===== config.mk =====
export PLATFORM = sky130hd
export DESIGN_NAME = half_adder_bist
export DESIGN_NICKNAME = d
export VERILOG_FILES = /design/src/rtl/half_adder_bist.sv
export SDC_FILE = /design/constraint.sdc
export NUM_CORES = 1
export LEC_CHECK = 0
export CORE_MARGIN = 2
export CORE_UTILIZATION = 54
export DETAILED_ROUTE_END_ITERATION = 10
export PLACE_DENSITY = 0.81
export SLEW_MARGIN = 5
export SYNTH_ARGS = -nofsm -noshare
export SYNTH_HDL_FRONTEND = slang
export SYNTH_SLANG_ARGS = --single-unit

===== constraint.sdc =====
create_clock -name clk -period 2.13 [get_ports clk]
set_input_delay 0.3195 -clock clk [delete_from_list [all_inputs] [get_ports clk]]
set_output_delay 0.3195 -clock clk [all_outputs]
set_load 0.01 [all_outputs]

===== src/rtl/half_adder_bist.sv =====
// half_adder_bist -- built-in self-test engine for a combinational half adder.
//
// Drives the four {a,b} vectors (00, 01, 10, 11) into an external half-adder
// DUT, holds each vector for SETTLE_CYCLES cycles, samples the DUT's sum and
// carry, and checks them against a^b and a&b. Repeats the sweep NUM_PASSES
// times per run and reports the result.
//
// Ports:
//   clk        in   rising-edge system clock
//   rst        in   asynchronous active-high reset
//   start      in   single-cycle run request (accepted in IDLE or DONE)
//   dut_a      out  registered DUT input a
//   dut_b      out  registered DUT input b
//   dut_s      in   DUT sum output (same clock domain)
//   dut_c      in   DUT carry output (same clock domain)
//   busy       out  high while a run is in progress
//   done       out  high once a run completes, held until the next start
//   pass       out  valid while done; 1 when no mismatch was seen
//   err_count  out  saturating mismatch counter
//   fail_valid out  set on the first mismatch of a run
//   fail_vec   out  {a,b} of the first mismatching vector
module half_adder_bist #(
  parameter int SETTLE_CYCLES = 4,
  parameter int NUM_PASSES    = 16,
  parameter int ERR_W         = 8
) (
  input  logic             clk,
  input  logic             rst,
  input  logic             start,
  output logic             dut_a,
  output logic             dut_b,
  input  logic             dut_s,
  input  logic             dut_c,
  output logic             busy,
  output logic             done,
  output logic             pass,
  output logic [ERR_W-1:0] err_count,
  output logic             fail_valid,
  output logic [1:0]       fail_vec
);

  localparam int SC_W = (SETTLE_CYCLES > 1) ? $clog2(SETTLE_CYCLES) : 1;
  localparam int PC_W = (NUM_PASSES > 1) ? $clog2(NUM_PASSES) : 1;
  localparam logic [SC_W-1:0]  SETTLE_LOAD = SC_W'(SETTLE_CYCLES - 1);
  localparam logic [PC_W-1:0]  LAST_PASS   = PC_W'(NUM_PASSES - 1);
  localparam logic [ERR_W-1:0] ERR_MAX     = {ERR_W{1'b1}};

  typedef enum logic [2:0] {
    S_IDLE   = 3'd0,
    S_APPLY  = 3'd1,
    S_SETTLE = 3'd2,
    S_CHECK  = 3'd3,
    S_DONE   = 3'd4
  } state_t;

  state_t           state_q;
  logic [1:0]       vec_q;
  logic [PC_W-1:0]  pass_cnt_q;
  logic [SC_W-1:0]  settle_q;
  logic             dut_a_q;
  logic             dut_b_q;
  logic             busy_q;
  logic             done_q;
  logic             pass_q;
  logic [ERR_W-1:0] err_q;
  logic             fail_valid_q;
  logic [1:0]       fail_vec_q;

  logic             mismatch;
  logic [ERR_W-1:0] err_d;

  // Reference check of the sampled DUT outputs and the saturating error increment.
  always_comb begin
    mismatch = 1'b0;
    err_d    = err_q;
    mismatch = (dut_s != (dut_a_q ^ dut_b_q)) || (dut_c != (dut_a_q & dut_b_q));
    if (mismatch && (err_q != ERR_MAX)) begin
      err_d = err_q + {{(ERR_W-1){1'b0}}, 1'b1};
    end else begin
      err_d = err_q;
    end
  end

  // Test sequencer: vector/pass/settle counters and all registered status.
  always_ff @(posedge clk or posedge rst) begin
    if (rst) begin
      state_q      <= S_IDLE;
      vec_q        <= 2'd0;
      pass_cnt_q   <= '0;
      settle_q     <= '0;
      dut_a_q      <= 1'b0;
      dut_b_q      <= 1'b0;
      busy_q       <= 1'b0;
      done_q       <= 1'b0;
      pass_q       <= 1'b0;
      err_q        <= '0;
      fail_valid_q <= 1'b0;
      fail_vec_q   <= 2'd0;
    end else begin
      case (state_q)
        S_IDLE, S_DONE: begin
          if (start) begin
            err_q        <= '0;
            fail_valid_q <= 1'b0;
            fail_vec_q   <= 2'd0;
            done_q       <= 1'b0;
            pass_q       <= 1'b0;
            vec_q        <= 2'd0;
            pass_cnt_q   <= '0;
            busy_q       <= 1'b1;
            state_q      <= S_APPLY;
          end else begin
            state_q <= state_q;
          end
        end
        S_APPLY: begin
          {dut_a_q, dut_b_q} <= vec_q;
          settle_q           <= SETTLE_LOAD;
          state_q            <= S_SETTLE;
        end
        S_SETTLE: begin
          // Counter is loaded with SETTLE_CYCLES-1, so the state lasts SETTLE_CYCLES cycles.
          if (settle_q == '0) begin
            state_q <= S_CHECK;
          end else begin
            settle_q <= settle_q - {{(SC_W-1){1'b0}}, 1'b1};
          end
        end
        S_CHECK: begin
          err_q <= err_d;
          if (mismatch && !fail_valid_q) begin
            fail_valid_q <= 1'b1;
            fail_vec_q   <= {dut_a_q, dut_b_q};
          end
          if ((vec_q == 2'd3) && (pass_cnt_q == LAST_PASS)) begin
            // pass uses err_d so the final check of the run is included.
            busy_q  <= 1'b0;
            done_q  <= 1'b1;
            pass_q  <= (err_d == '0);
            state_q <= S_DONE;
          end else begin
            vec_q <= vec_q + 2'd1;
            if (vec_q == 2'd3) begin
              pass_cnt_q <= pass_cnt_q + {{(PC_W-1){1'b0}}, 1'b1};
            end
            state_q <= S_APPLY;
          end
        end
        default: begin
          state_q <= S_IDLE;
          busy_q  <= 1'b0;
        end
      endcase
    end
  end

  assign dut_a      = dut_a_q;
  assign dut_b      = dut_b_q;
  assign busy       = busy_q;
  assign done       = done_q;
  assign pass       = pass_q;
  assign err_count  = err_q;
  assign fail_valid = fail_valid_q;
  assign fail_vec   = fail_vec_q;

endmodule


==> results of run 1 <==
[cell type report]
cell class	count	area [µm²]	area share
inverter	9	33.78	0.01827
clock inverter	1	5.005	0.002706
timing repair buffer	33	297.8	0.1610
multi-input combinational	121	775.7	0.4195
clock buffer	3	22.52	0.01218
tap	31	38.79	0.02097
sequential	27	675.6	0.3654
[per-layer routing]
metal,GRT usage,vias up,share of wire
li1,-,648,-
met1,0.2925,673,0.43
met2,0.3974,46,0.51
met3,0.02268,4,0.049
met4,0.05648,0,0.0092
met5,0,-,0
[cell families (layout without fill, tap and decap cells)]
kind of cell    count (synthesis)  in the layout  share of synthesized area
simple gates                   65             65                     0.2267
mux                             4              4                    0.02968
buf+inv                        15             46                    0.04946
fa+ha+maj                       5              5                    0.04122
compound gates                 43             43                     0.1847
flops                          27             27                     0.4452
xor+xnor                        4              4                    0.02309
[repair_timing]
item                                    CTS  global route
endpoints found under the setup margin    0             1
buffers inserted                          0             3
resized for setup                         0             2
hold endpoints to repair                  0             0
[worst min-delay path: stages]
cell and delay [ps]:
clkdlybuf4s50_1 390, inv_1 50, buf_4 320
[cell usage after synthesis, types with 3 or more instances]
cell type,n
a21oi_1,9
a22o_1,4
nand2_1,18
inv_1,9
ha_1,5
nand4_1,3
nand3_1,3
o22ai_1,3
xnor2_1,3
and2_1,3
mux2_2,4
o31ai_1,3
nor3_1,4
dfrtp_1,27
buf_2,3
o21ai_0,12
nor2_1,21
[worst max-delay path by stage]
stage                                   from  slack [ps]  depth (start not counted)                        to
floorplan           err_count[0]$_DFFE_PP0P_         290                          6  err_count[0]$_DFFE_PP0P_
global placement                       start         160                          5  err_count[0]$_DFFE_PP0P_
detailed placement                     dut_c         100                          7          pass$_DFFE_PP0P_
CTS                        dut_a$_DFFE_PP0P_          90                          7          pass$_DFFE_PP0P_
global route               dut_a$_DFFE_PP0P_         -10                          7          pass$_DFFE_PP0P_
finish                     dut_a$_DFFE_PP0P_         120                          7          pass$_DFFE_PP0P_
[sequential cells by signal (all words and copies together) (netlist names), 2 cells and up]
name and cells:
err_count 8, fail_vec 2, pass_cnt_q 4, settle_q 2, state_q 3, vec_q 2
[power by group]
group          internal (mW)  switching, mW  total (mW)  leakage (nW)
clock                 0.0703          0.150       0.220        0.0177
combinational          0.498          0.520        1.02         0.485
sequential             0.627          0.130       0.757         0.353
total                   1.20          0.800        2.00         0.856
[metrics by stage]
stage | setup slack [ps] | cells | utilization | total power [mW]
2_1_floorplan | 291.5 | 163 | - | 1.401
3_3_place_gp | 163.8 | 218 | 0.6607 | 1.683
3_5_place_dp | 102.2 | 218 | 0.6607 | 1.726
4_1_cts | 92.47 | 222 | 0.6708 | 1.945
5_1_grt | -10.35 | 225 | 0.6824 | 2.132
6_report | 121.0 | 225 | 0.6824 | 1.995
==> results.sh, run 1 <==
export IMPL_outcome="finished, final reports clean"
export IMPL_synthDominantCellAreaShare=0.4452
export IMPL_die_y_um=57.02
export IMPL_start_kind="flop"
export IMPL_worstReg2RegStart="dut_a$_DFFE_PP0P_"
export IMPL_place_congestion=0.7756
export IMPL_drt_total_wl_mm=3.469
export IMPL_port_buffers=20
export IMPL_place_area_um2=1790
export IMPL_synth_edf_count=0
export IMPL_worstSetupEndpointType="flop"
export IMPL_r2r_cells=7
export IMPL_ys_ff_latch=27
export IMPL_final_min_clock_period_ps=2009
export IMPL_path_clk_slew_ps=150
export IMPL_clock_latency_ps=320
export IMPL_drc_errors=0
export IMPL_area_growth_synth_to_final_pct=21.85
export IMPL_dr_total_vias=1371
export IMPL_final_layout_size_suffix_gt1_frac=0.1443
export IMPL_required_ps=2380
export IMPL_num_antenna_cells=0
export IMPL_cts_buffer_depth=2
export IMPL_avgSynthCellArea_um2=9.311
export IMPL_synth_largest_area_cell="dfrtp_1"
export IMPL_fin_hold_ws_ps=331.1
export IMPL_die_w_um=57.02
export IMPL_fin_skew_ps=9.817
export IMPL_stdcell_area_um2=1849
export IMPL_grtUsageTotal=0.2233
export IMPL_hold_buffers=0
export IMPL_drt_wirelength_per_cell_um=15.42
export IMPL_setup_tns_final_ps=0
export IMPL_cpPeakStageDelay_ps=430
export IMPL_final_common_cell="dfrtp_1"
export IMPL_crit_arrival_ps=2260
export IMPL_hold_class="in -> async"
export IMPL_synthArstFlopShare=1.000
export IMPL_num_rows=19
export IMPL_max_vdd_ir_drop_v=0.0009702
export IMPL_io_pin_count=21
export IMPL_critPathBufInv=1
export IMPL_vias_per_cell=6.093
export IMPL_grt_pass1_wl_mm=5.906
export IMPL_fillers=215
export IMPL_critical_path_slowest_cell="dfrtp_1"
export IMPL_layout_nets=205
export IMPL_core_um2=2710
export IMPL_antenna_found_initial=0
export IMPL_period_share=0.9432
export IMPL_finalSetupViolations=0
export IMPL_crit_chain="ha_1 -> xnor2_2 -> a22oi_1 -> buf_4 -> a2111oi_1 -> a41oi_1 -> o21ai_1"
export IMPL_drv_cap=0
export IMPL_ys_seq_area_frac=0.4452
export IMPL_cts_tree="yes"
export IMPL_final_cell_mix="dfrtp_1, nor2_1, clkdlybuf4s50_1, nand2_1, buf_4"
export IMPL_dp_final_hpwl_mm=2.583
export IMPL_cts_root_buf="clkbuf_4"
export IMPL_leakage_nw=0.8557
export IMPL_path_max_fanout=12
export IMPL_initial_core_util=0.5600
export IMPL_drv_slew=0
export IMPL_synthesis_nets=173
export IMPL_ys_types=41
export IMPL_die_area_um2=3251
export IMPL_crit_family="compound AO/OA/AOI/OAI gates"
export IMPL_r2r_end="pass$_DFFE_PP0P_"
export IMPL_htreeDepth=1
export IMPL_hold_viol_final=0
export IMPL_yosys_warnings=0
export IMPL_cts_sinks=27
export IMPL_grt_max_degree=28
export IMPL_drt_iter0_drc=80
export IMPL_relSlewSlack=0.7154
export IMPL_rrSetupSlack_ps=120
export IMPL_synth_area_top_cells="dfrtp_1, nor2_1, nand2_1"
export IMPL_ant_nets=0
export IMPL_path_class="reg -> reg"
export IMPL_grt_pass1_vias=1343
export IMPL_pwr_density_cell_nw_per_um2=1079
export IMPL_overflow=0
export IMPL_synth_cells=163
export IMPL_max_freq_mhz=497.8
export IMPL_synth_main_ff_cell="dfrtp_1"
export IMPL_worst_slew_pin_slew_ps=424.3
export IMPL_cts_buffers=3
export IMPL_drt_first_pass_iters=4
export IMPL_syn_area_um2=1518
Power figures use the tool's default switching activity.
==> inputs of run 2 (changes only) <==
--- a/config.mk
+++ b/config.mk
@@ -8,7 +8,7 @@
 export CORE_MARGIN = 2
 export CORE_UTILIZATION = 54
 export DETAILED_ROUTE_END_ITERATION = 10
-export PLACE_DENSITY = 0.81
+export PLACE_DENSITY = 0.79
 export SLEW_MARGIN = 5
 export SYNTH_ARGS = -nofsm -noshare
 export SYNTH_HDL_FRONTEND = slang
==> results.sh, run 2 (same netlist as run 1, synthesis figures left out) <==
export IMPL_path_class="reg -> reg"
export IMPL_port_buffers=20
export IMPL_io_pin_count=21
export IMPL_antenna_found_initial=0
export IMPL_hold_class="in -> async"
export IMPL_vias_per_cell=5.932
export IMPL_final_common_cell="dfrtp_1"
export IMPL_drv_slew=0
export IMPL_period_share=0.9519
export IMPL_ff_latch_area_um2=675.6
export IMPL_hold_buffers=0
export IMPL_grt_pass1_wl_mm=5.947
export IMPL_drt_wirelength_per_cell_um=15.73
export IMPL_rsz0062_at_grt="false"
export IMPL_clock_latency_ps=340
export IMPL_pwr_share_seq=0.413
export IMPL_drv_cap=0
export IMPL_grtUsageTotal=0.2323
export IMPL_place_congestion=0.8208
export IMPL_internal_power_mw=1.137
export IMPL_crit_family="compound AO/OA/AOI/OAI gates"
export IMPL_leakage_nw=0.8299
export IMPL_initial_core_util=0.5600
export IMPL_pwr_density_cell_nw_per_um2=1066
export IMPL_cts_tree="yes"
export IMPL_drt_total_wl_mm=3.461
export IMPL_layout_nets=200
export IMPL_cts_setup_buffers=0
export IMPL_cts_sinks=27
export IMPL_finalNonFillerCells=220
export IMPL_power_frac_comb=0.465
export IMPL_ant_nets=0
export IMPL_overflow=0
export IMPL_dp_final_hpwl_mm=2.484
export IMPL_max_freq_mhz=493.2
export IMPL_start_kind="flop"
export IMPL_final_cell_mix="dfrtp_1, nor2_1, clkdlybuf4s50_1, nand2_1, o21ai_0"
export IMPL_worst_slew_pin_slew_ps=467.0
export IMPL_largest_reg_flops=8
export IMPL_die_area_um2=3251
export IMPL_multi_input_area_um2=774.5
export IMPL_crit_chain="ha_1 -> xnor2_2 -> a211oi_1 -> nor4b_2 -> o22ai_1 -> o21ai_1"
export IMPL_grt_max_degree=28
export IMPL_fillers=235
export IMPL_p_switching_uw=793.4
export IMPL_path_clk_slew_ps=150
export IMPL_setup_tns_final_ps=0
export IMPL_hold_viol_final=0
export IMPL_fin_skew_ps=2.143
export IMPL_r2r_cells=6
export IMPL_r2r_end="pass$_DFFE_PP0P_"
export IMPL_area_growth_synth_to_final_pct=19.29
export IMPL_setup_ws_ps=102.4
export IMPL_worstSetupEndpointType="flop"
export IMPL_clock_power_share=0.122
export IMPL_final_min_clock_period_ps=2028
export IMPL_critical_path_slowest_cell="dfrtp_1"
export IMPL_cpPeakStageDelay_ps=450
export IMPL_swShare=0.4110
export IMPL_worstReg2RegStart="dut_a$_DFFE_PP0P_"
export IMPL_place_area_um2=1775
export IMPL_cts_resized=0
export IMPL_cts_buffer_depth=2
export IMPL_relSlewSlack=0.6868
export IMPL_max_vdd_ir_drop_v=0.0009292
export IMPL_outcome="finished, final reports clean"
export IMPL_critPathBufInv=0
export IMPL_dr_total_vias=1305
export IMPL_final_layout_size_suffix_gt1_frac=0.1217
export IMPL_cts_root_buf="clkbuf_4"
export IMPL_crit_arrival_ps=2300
export IMPL_drc_errors=0
export IMPL_die_w_um=57.02
export IMPL_dp_slack_ps=121.6
export IMPL_num_rows=19
export IMPL_num_antenna_cells=0
export IMPL_drt_first_pass_iters=4
export IMPL_htreeDepth=1
export IMPL_stdcell_area_um2=1810
export IMPL_rrSetupSlack_ps=100
export IMPL_grt_pass1_vias=1307
export IMPL_drt_iter0_drc=56
export IMPL_dp_cells=216
export IMPL_finalSetupViolations=0
export IMPL_core_um2=2710
export IMPL_die_y_um=57.02
export IMPL_required_ps=2410
export IMPL_path_max_fanout=4
export IMPL_cts_buffers=3
==> run 2: cell types whose count changed in the layout (fill, tap and decap cells not counted) <==
cell / delta
a2111oi_0: +1
buf_4: -5
a2111oi_1: -1
==> run 2: metal layers <==
| layer | vias up | wire length [µm] | global-route usage |
|---|---|---|---|
| li1 | 637 | - | - |
| met1 | 629 | 1567 | 0.2979 |
| met2 | 32 | 1695 | 0.3974 |
| met5 | - | 0 | 0 |
| met4 | 0 | 62 | 0.09967 |
| met3 | 7 | 135 | 0.02721 |
==> run 2: layout make-up <==
| class | count | share of cell area |
|---|---|---|
| clock buffers | 3 | 0.01244 |
| repair buffers | 28 | 0.1437 |
| clock inverters | 1 | 0.002764 |
| multi-input cells | 121 | 0.4278 |
| well taps | 31 | 0.02142 |
| inverters | 9 | 0.01866 |
| flip-flops and latches | 27 | 0.3732 |
==> run 2: per-stage QoR <==
stage / power, mW / util / hold slack, ps
finish: 1.930 / 0.6681 / 313.7
global route: 2.076 / 0.6681 / 383.5
CTS: 1.909 / 0.6653 / 332.6
detailed placement: 1.680 / 0.6551 / 487.4
global placement: 1.640 / 0.6551 / 465.1
floorplan: 1.401 / - / 372.2
==> run 2: power groups by stage <==
stage	combinational [mW]	sequential [mW]	clock (mW)
global placement	0.843	0.798	0
CTS	0.880	0.793	0.236
global route	1.01	0.819	0.247
detailed placement	0.874	0.806	0
finish	0.898	0.797	0.235
floorplan	0.644	0.758	0
==> run 2: worst max-delay path by stage <==
stage | from | end | slack [ps] | depth (start not counted)
4_1_cts | dut_a$_DFFE_PP0P_ | pass$_DFFE_PP0P_ | 90 | 7
3_3_place_gp | dut_s | pass$_DFFE_PP0P_ | 200 | 7
2_1_floorplan | err_count[0]$_DFFE_PP0P_ | err_count[0]$_DFFE_PP0P_ | 290 | 6
3_5_place_dp | dut_c | pass$_DFFE_PP0P_ | 120 | 7
6_report | dut_a$_DFFE_PP0P_ | pass$_DFFE_PP0P_ | 100 | 6
5_1_grt | dut_a$_DFFE_PP0P_ | pass$_DFFE_PP0P_ | 10 | 7
==> run 2: tightest hold or removal path, cell delays in order <==
cell	delay, ps
clkdlybuf4s50_1	390
inv_1	50
buf_4	320
